## config.mk

```make
export PLATFORM = sky130hd
export DESIGN_NAME = dmem_responder
export DESIGN_NICKNAME = d
export VERILOG_FILES = /design/src/rtl/mips_pkg.sv /design/src/rtl/dmem_ram.sv /design/src/rtl/dmem_responder.sv
export SDC_FILE = /design/constraint.sdc
export NUM_CORES = 2
export LEC_CHECK = 0
export CAP_MARGIN = 30
export CORE_MARGIN = 1.5
export CORE_UTILIZATION = 30
export CTS_CLUSTER_DIAMETER = 120
export DETAILED_ROUTE_END_ITERATION = 10
export PLACE_DENSITY_LB_ADDON = 0.08
export SLEW_MARGIN = 0
export SYNTH_ARGS = -nofsm -noshare
export SYNTH_HDL_FRONTEND = slang
export SYNTH_SLANG_ARGS = --single-unit
```

## constraint.sdc

```tcl
create_clock -name clk -period 6.65 [get_ports clk]
set_clock_uncertainty 0.2 [all_clocks]
set_input_delay 1.33 -clock clk [delete_from_list [all_inputs] [get_ports clk]]
set_output_delay 1.33 -clock clk [all_outputs]
set_load 0.02 [all_outputs]
```

## src/rtl/mips_pkg.sv

```systemverilog
// rtl/mips_pkg.sv - shared types for the MEM-stage data memory responder
// Purpose: state encoding and word-size constants used by dmem_responder.
// Ports: none (package).
package mips_pkg;

  typedef enum logic [1:0] {MEM_IDLE, MEM_WAIT, MEM_DONE} mem_state_t;

  localparam int WORD_BYTES = 4;

endpackage

```

## src/rtl/dmem_ram.sv

```systemverilog
// rtl/dmem_ram.sv - single-port word RAM, clocked write, combinational read
// Purpose: backing storage for dmem_responder; contents are never cleared.
// Ports:
//   clk   - clock, write on rising edge
//   we    - write enable
//   addr  - word index
//   wdata - write data
//   rdata - read data for addr (same cycle)
module dmem_ram #(
  parameter int  DEPTH_WORDS = 64,
  localparam int AW          = $clog2(DEPTH_WORDS)
) (
  input  logic          clk,
  input  logic          we,
  input  logic [AW-1:0] addr,
  input  logic [31:0]   wdata,
  output logic [31:0]   rdata
);

  logic [31:0] mem_q [DEPTH_WORDS];

  always_ff @(posedge clk) begin
    if (we) begin
      mem_q[addr] <= wdata;
    end
  end

  assign rdata = mem_q[addr];

endmodule

```

## src/rtl/dmem_responder.sv

```systemverilog
// rtl/dmem_responder.sv - fixed-latency load/store responder for the MEM stage
// Purpose: accepts one request, stalls the pipeline for LATENCY cycles, then
//   pulses resp_valid; stores commit on the response cycle.
// Ports:
//   clk, reset             - clock, synchronous active-high reset
//   req_valid/we/addr/wdata - request from the MEM stage (byte address)
//   stall                  - hold IF..MEM this cycle
//   resp_valid             - one-cycle completion pulse
//   resp_rdata             - load data, held until the next response
//   resp_err               - misaligned access flag, only with resp_valid
module dmem_responder
  import mips_pkg::*;
#(
  parameter int DEPTH_WORDS = 64,
  parameter int LATENCY     = 2
) (
  input  logic        clk,
  input  logic        reset,
  input  logic        req_valid,
  input  logic        req_we,
  input  logic [31:0] req_addr,
  input  logic [31:0] req_wdata,
  output logic        stall,
  output logic        resp_valid,
  output logic [31:0] resp_rdata,
  output logic        resp_err
);

  localparam int         AW       = $clog2(DEPTH_WORDS);
  localparam logic [3:0] CNT_INIT = (LATENCY >= 2) ? 4'(LATENCY - 2) : 4'd0;

  mem_state_t      state_q, state_d;
  logic [3:0]      cnt_q, cnt_d;
  logic            we_q, we_d;
  logic [AW+1:0]   addr_q, addr_d;
  logic [31:0]     wdata_q, wdata_d;
  logic [31:0]     rdata_q, rdata_d;

  logic [AW-1:0]   ram_addr;
  logic            ram_we;
  logic [31:0]     ram_rdata;
  logic            misaligned_q;
  logic            live_misaligned;
  logic            unused_addr_hi;

  // Address bits above the RAM index are deliberately dropped (address wrap).
  assign unused_addr_hi  = ^req_addr[31:AW+2];

  assign misaligned_q    = (addr_q[1:0] != 2'b00);
  assign live_misaligned = (req_addr[1:0] != 2'b00);

  // In IDLE the RAM looks at the live request so LATENCY=1 can read on the
  // acceptance edge; afterwards only the latched address is used.
  assign ram_addr = (state_q == MEM_IDLE) ? req_addr[2 +: AW] : addr_q[2 +: AW];
  assign ram_we   = (state_q == MEM_DONE) && we_q && !misaligned_q;

  dmem_ram #(.DEPTH_WORDS(DEPTH_WORDS)) u_ram (
    .clk   (clk),
    .we    (ram_we),
    .addr  (ram_addr),
    .wdata (wdata_q),
    .rdata (ram_rdata)
  );

  always_ff @(posedge clk) begin
    if (reset) begin
      state_q <= MEM_IDLE;
      cnt_q   <= 4'd0;
      we_q    <= 1'b0;
      addr_q  <= '0;
      wdata_q <= 32'd0;
      rdata_q <= 32'd0;
    end else begin
      state_q <= state_d;
      cnt_q   <= cnt_d;
      we_q    <= we_d;
      addr_q  <= addr_d;
      wdata_q <= wdata_d;
      rdata_q <= rdata_d;
    end
  end

  always_comb begin
    state_d = state_q;
    cnt_d   = cnt_q;
    we_d    = we_q;
    addr_d  = addr_q;
    wdata_d = wdata_q;
    rdata_d = rdata_q;
    case (state_q)
      MEM_IDLE: begin
        if (req_valid) begin
          we_d    = req_we;
          addr_d  = req_addr[AW+1:0];
          wdata_d = req_wdata;
          if (LATENCY == 1) begin
            state_d = MEM_DONE;
            rdata_d = live_misaligned ? 32'd0 : ram_rdata;
          end else begin
            state_d = MEM_WAIT;
            cnt_d   = CNT_INIT;
          end
        end
      end
      MEM_WAIT: begin
        // A dropped request is a pipeline flush: abandon without responding.
        if (!req_valid) begin
          state_d = MEM_IDLE;
        end else if (cnt_q == 4'd0) begin
          state_d = MEM_DONE;
          rdata_d = misaligned_q ? 32'd0 : ram_rdata;
        end else begin
          cnt_d = cnt_q - 4'd1;
        end
      end
      MEM_DONE: state_d = MEM_IDLE;
      default:  state_d = MEM_IDLE;
    endcase
  end

  assign stall      = ((state_q == MEM_IDLE) && req_valid) || (state_q == MEM_WAIT);
  assign resp_valid = (state_q == MEM_DONE);
  assign resp_err   = (state_q == MEM_DONE) && misaligned_q;
  assign resp_rdata = rdata_q;

endmodule
```

==> flow_summary_export.csv <==
group,metric,value,unit
clock_tree,clock-sinks,2127,
placement,port-buffer-count,78,
power,peakVddDrop,0.000192,V
clock_tree,postCtsSetupRepairBufs,0,
timing,period_minus_slack,5.05,ns
synthesis,syn_area_per_cell,15.0,sq um
timing,setup_viol,0,
cells_and_area,fillerInstances,25470,
synthesis,synth_area,79800,sq um
cells_and_area,stdcell_area,94600,sq um
drt,wire_per_inst,35.1,um
drt,vias,50387,
critical_path,end_kind,"register",
drt,via_per_inst,5.39,
die,floorplan.initialDensity,0.301,
critical_path,worstSetupStartpointType,"input pin",
timing,finalCritPeriodShare,0.760,
clock_tree,cts_tree,"done",
critical_path,reg2reg_depth,10,
worst_hold_path,hold-path-cell-count,2,
synthesis,syn_inst,5319,
placement,hpwl,185,mm
clock_tree,clk_pin_slew_worst_paths,0.06,ns
critical_path,r2r_slack,1.81,ns
timing,slew-limit-headroom,0.303,
placement,gp_congestion,0.813,
die,die_w,519,um
timing,rsz0062_at_grt,"false",
critical_path,cp-startpoint,"req_addr[4]",
clock_tree,cts.path.max_buffers,4,
timing,finalSetupTns,0,ns
die,core.rowCount,189,
clock_tree,ctsResizeCount,0,
drt,dr.pass1.iters,7,
critical_path,arrival,5.69,ns
clock_tree,root_buffer,"clkbuf_16",
cells_and_area,nets,5684,
timing,fmax,198,MHz
synthesis,synth_nets,5388,
cells_and_area,final-seq-area,63100,sq um
drt,wirelength,328,mm
drt,drt_iter0_markers,5317,
worst_hold_path,hp-start,"we_q",
run_status,outcome,"finished clean",
die,ios,103,
cells_and_area,layout-drive-gt1-share,0.130,
clock_tree,worstSkewPairLatency,0.93,ns
critical_path,path_class,"input pin to register",
power,power_density,315,nW/um^2
cells_and_area,mostFrequentLayoutCells,"edfxtp_1 (2048), nand2_1 (1017), o22ai_1 (368), nand3_1 (296), buf_4 (248)",
grt,grt_pass1_wl,441,mm
power,p_leak,30.0,nW
clock_tree,cts_max_level,4,
synthesis,yosysSeqAreaShare,0.791,
synthesis,ys_dominant_reg_cell,"edfxtp_1",
synthesis,ys_types,68,
grt,antenna_found_initial,9,
drt,ant_nets,0,
grt,overflow,0,
grt,grt_usage,0.238,
placement,place_area,87200,sq um
timing,hold_viol,0,
timing,tightest_slew,1.05,ns
grt,grt_max_degree,104,
synthesis,synthArstFlopShare,0,
placement,dp_cells,8907,
cells_and_area,layout_commonest_cell,"edfxtp_1",
die,die-area,269000,sq um
synthesis,ys_ff_latch,2127,
clock_tree,cts_hold_buf,0,
die,die_h,519,um
synthesis,synth-edff-count,2048,
synthesis,synth_warnings,0,
grt,grt_pass1_vias,49118,
critical_path,rr_startpoint,"state_q[1]",
worst_hold_path,min_to,"we_q",
drt,drc,0,
job,drv_cap,0,
critical_path,cp.required,7.29,ns
critical_path,r2r_end,"resp_rdata[26]",
timing,slew_viol_final,0,
worst_hold_path,min_path_type,"register to register",
die,core-area,265000,sq um
critical_path,cp_max_fo,44,
cells_and_area,area_delta_synth_final,18.6,%
timing,hold_ws,0.255,ns
cells_and_area,final_cells,9346,
clock_tree,cts_buffers,238,
cells_and_area,multi_input_area,15900,sq um
==> metrics by stage <==
| step | util | setup WS [ns] | total power, mW |
|---|---|---|---|
| 3_3_place_gp | 0.329 | 0.00950 | 17.4 |
| 2_1_floorplan | - | 2.14 | 16.2 |
| 4_1_cts | 0.357 | 1.53 | 30.1 |
| 5_1_grt | 0.357 | 1.43 | 30.7 |
| 6_report | 0.357 | 1.60 | 29.8 |
| 3_5_place_dp | 0.329 | 0.580 | 17.4 |
==> critical path, stage by stage <==
cell,delay (ns)
clkdlybuf4s50_1,0.95
mux2_8,0.68
buf_4,0.49
mux2i_1,0.14
a32oi_1,0.19
a31oi_1,0.14
or4_1,0.69
nor4_1,0.39
buf_2,0.26
buf_4,0.16
a32o_1,0.15
==> routing by layer <==
| metal | vias to the layer above | part of all wire | GRT usage |
|---|---|---|---|
| li1 | 21245 | - | - |
| met1 | 27097 | 0.45 | 0.337 |
| met2 | 1629 | 0.47 | 0.384 |
| met3 | 416 | 0.051 | 0.0288 |
| met4 | 0 | 0.030 | 0.0672 |
| met5 | - | 0 | 0 |
==> layout make-up <==
class | instances | area share
timing repair buffer | 385 | 0.0403
sequential | 2127 | 0.667
multi-input combinational | 2859 | 0.168
tap | 3533 | 0.0467
inverter | 4 | 0.000159
antenna | 1 | 0.0000265
clock inverter | 90 | 0.00718
clock buffer | 347 | 0.0703
==> registers in the layout, indices dropped and copies added, names as in the netlist <==
register,flops
addr_q,8
state_q,2
wdata_q,32
cnt_q,4
we_q,1
u_ram.mem_q,2048
resp_rdata,32
==> power breakdown <==
group	internal, mW	total (mW)	switching (mW)
sequential	14.8	14.8	0.0844
combinational	0.595	2.26	1.66
clock	7.23	12.7	5.47
total	22.6	29.8	7.21
==> worst max-delay path by stage <==
stage / to / slack (ns) / cells past startpoint
6_report: resp_rdata[26] / 1.60 / 11
5_1_grt: resp_rdata[26] / 1.43 / 11
4_1_cts: resp_rdata[26] / 1.53 / 11
3_5_place_dp: resp_rdata[26] / 0.58 / 11
3_3_place_gp: resp_rdata[26] / 0.009 / 10
2_1_floorplan: u_ram.mem_q[17][0] / 2.14 / 7
==> cells in the mapped netlist, types with 12 or more instances <==
cell / instances / area, sq um
buf_1: 55 / 206
nor2_1: 244 / 916
a21oi_1: 164 / 821
nor3_1: 69 / 345
clkbuf_1: 121 / 454
buf_2: 143 / 716
nand2_1: 1027 / 3850
a32o_1: 31 / 310
nand3_1: 296 / 1480
a31oi_1: 163 / 1020
o21ai_0: 12 / 60.1
a32oi_1: 107 / 937
a22oi_1: 14 / 105
nor4_1: 83 / 519
o221ai_1: 13 / 114
dfxtp_1: 79 / 1580
mux2i_1: 133 / 1330
o22ai_1: 368 / 2300
edfxtp_1: 2048 / 61500
and3_1: 17 / 106
==> kinds of logic (layout without fill, tap and decap cells) <==
kind of cell | count (synthesis) | after routing | synth area share
xor+xnor | 3 | 3 | 0.000329
mux | 142 | 142 | 0.0181
compound gates | 922 | 922 | 0.0766
flops | 2127 | 2127 | 0.791
buf+inv | 333 | 826 | 0.0185
simple gates | 1791 | 1791 | 0.0956
other cells | 0 | 1 | 0
fa+ha+maj | 1 | 1 | 0.000157
Power figures use the tool's default switching activity.
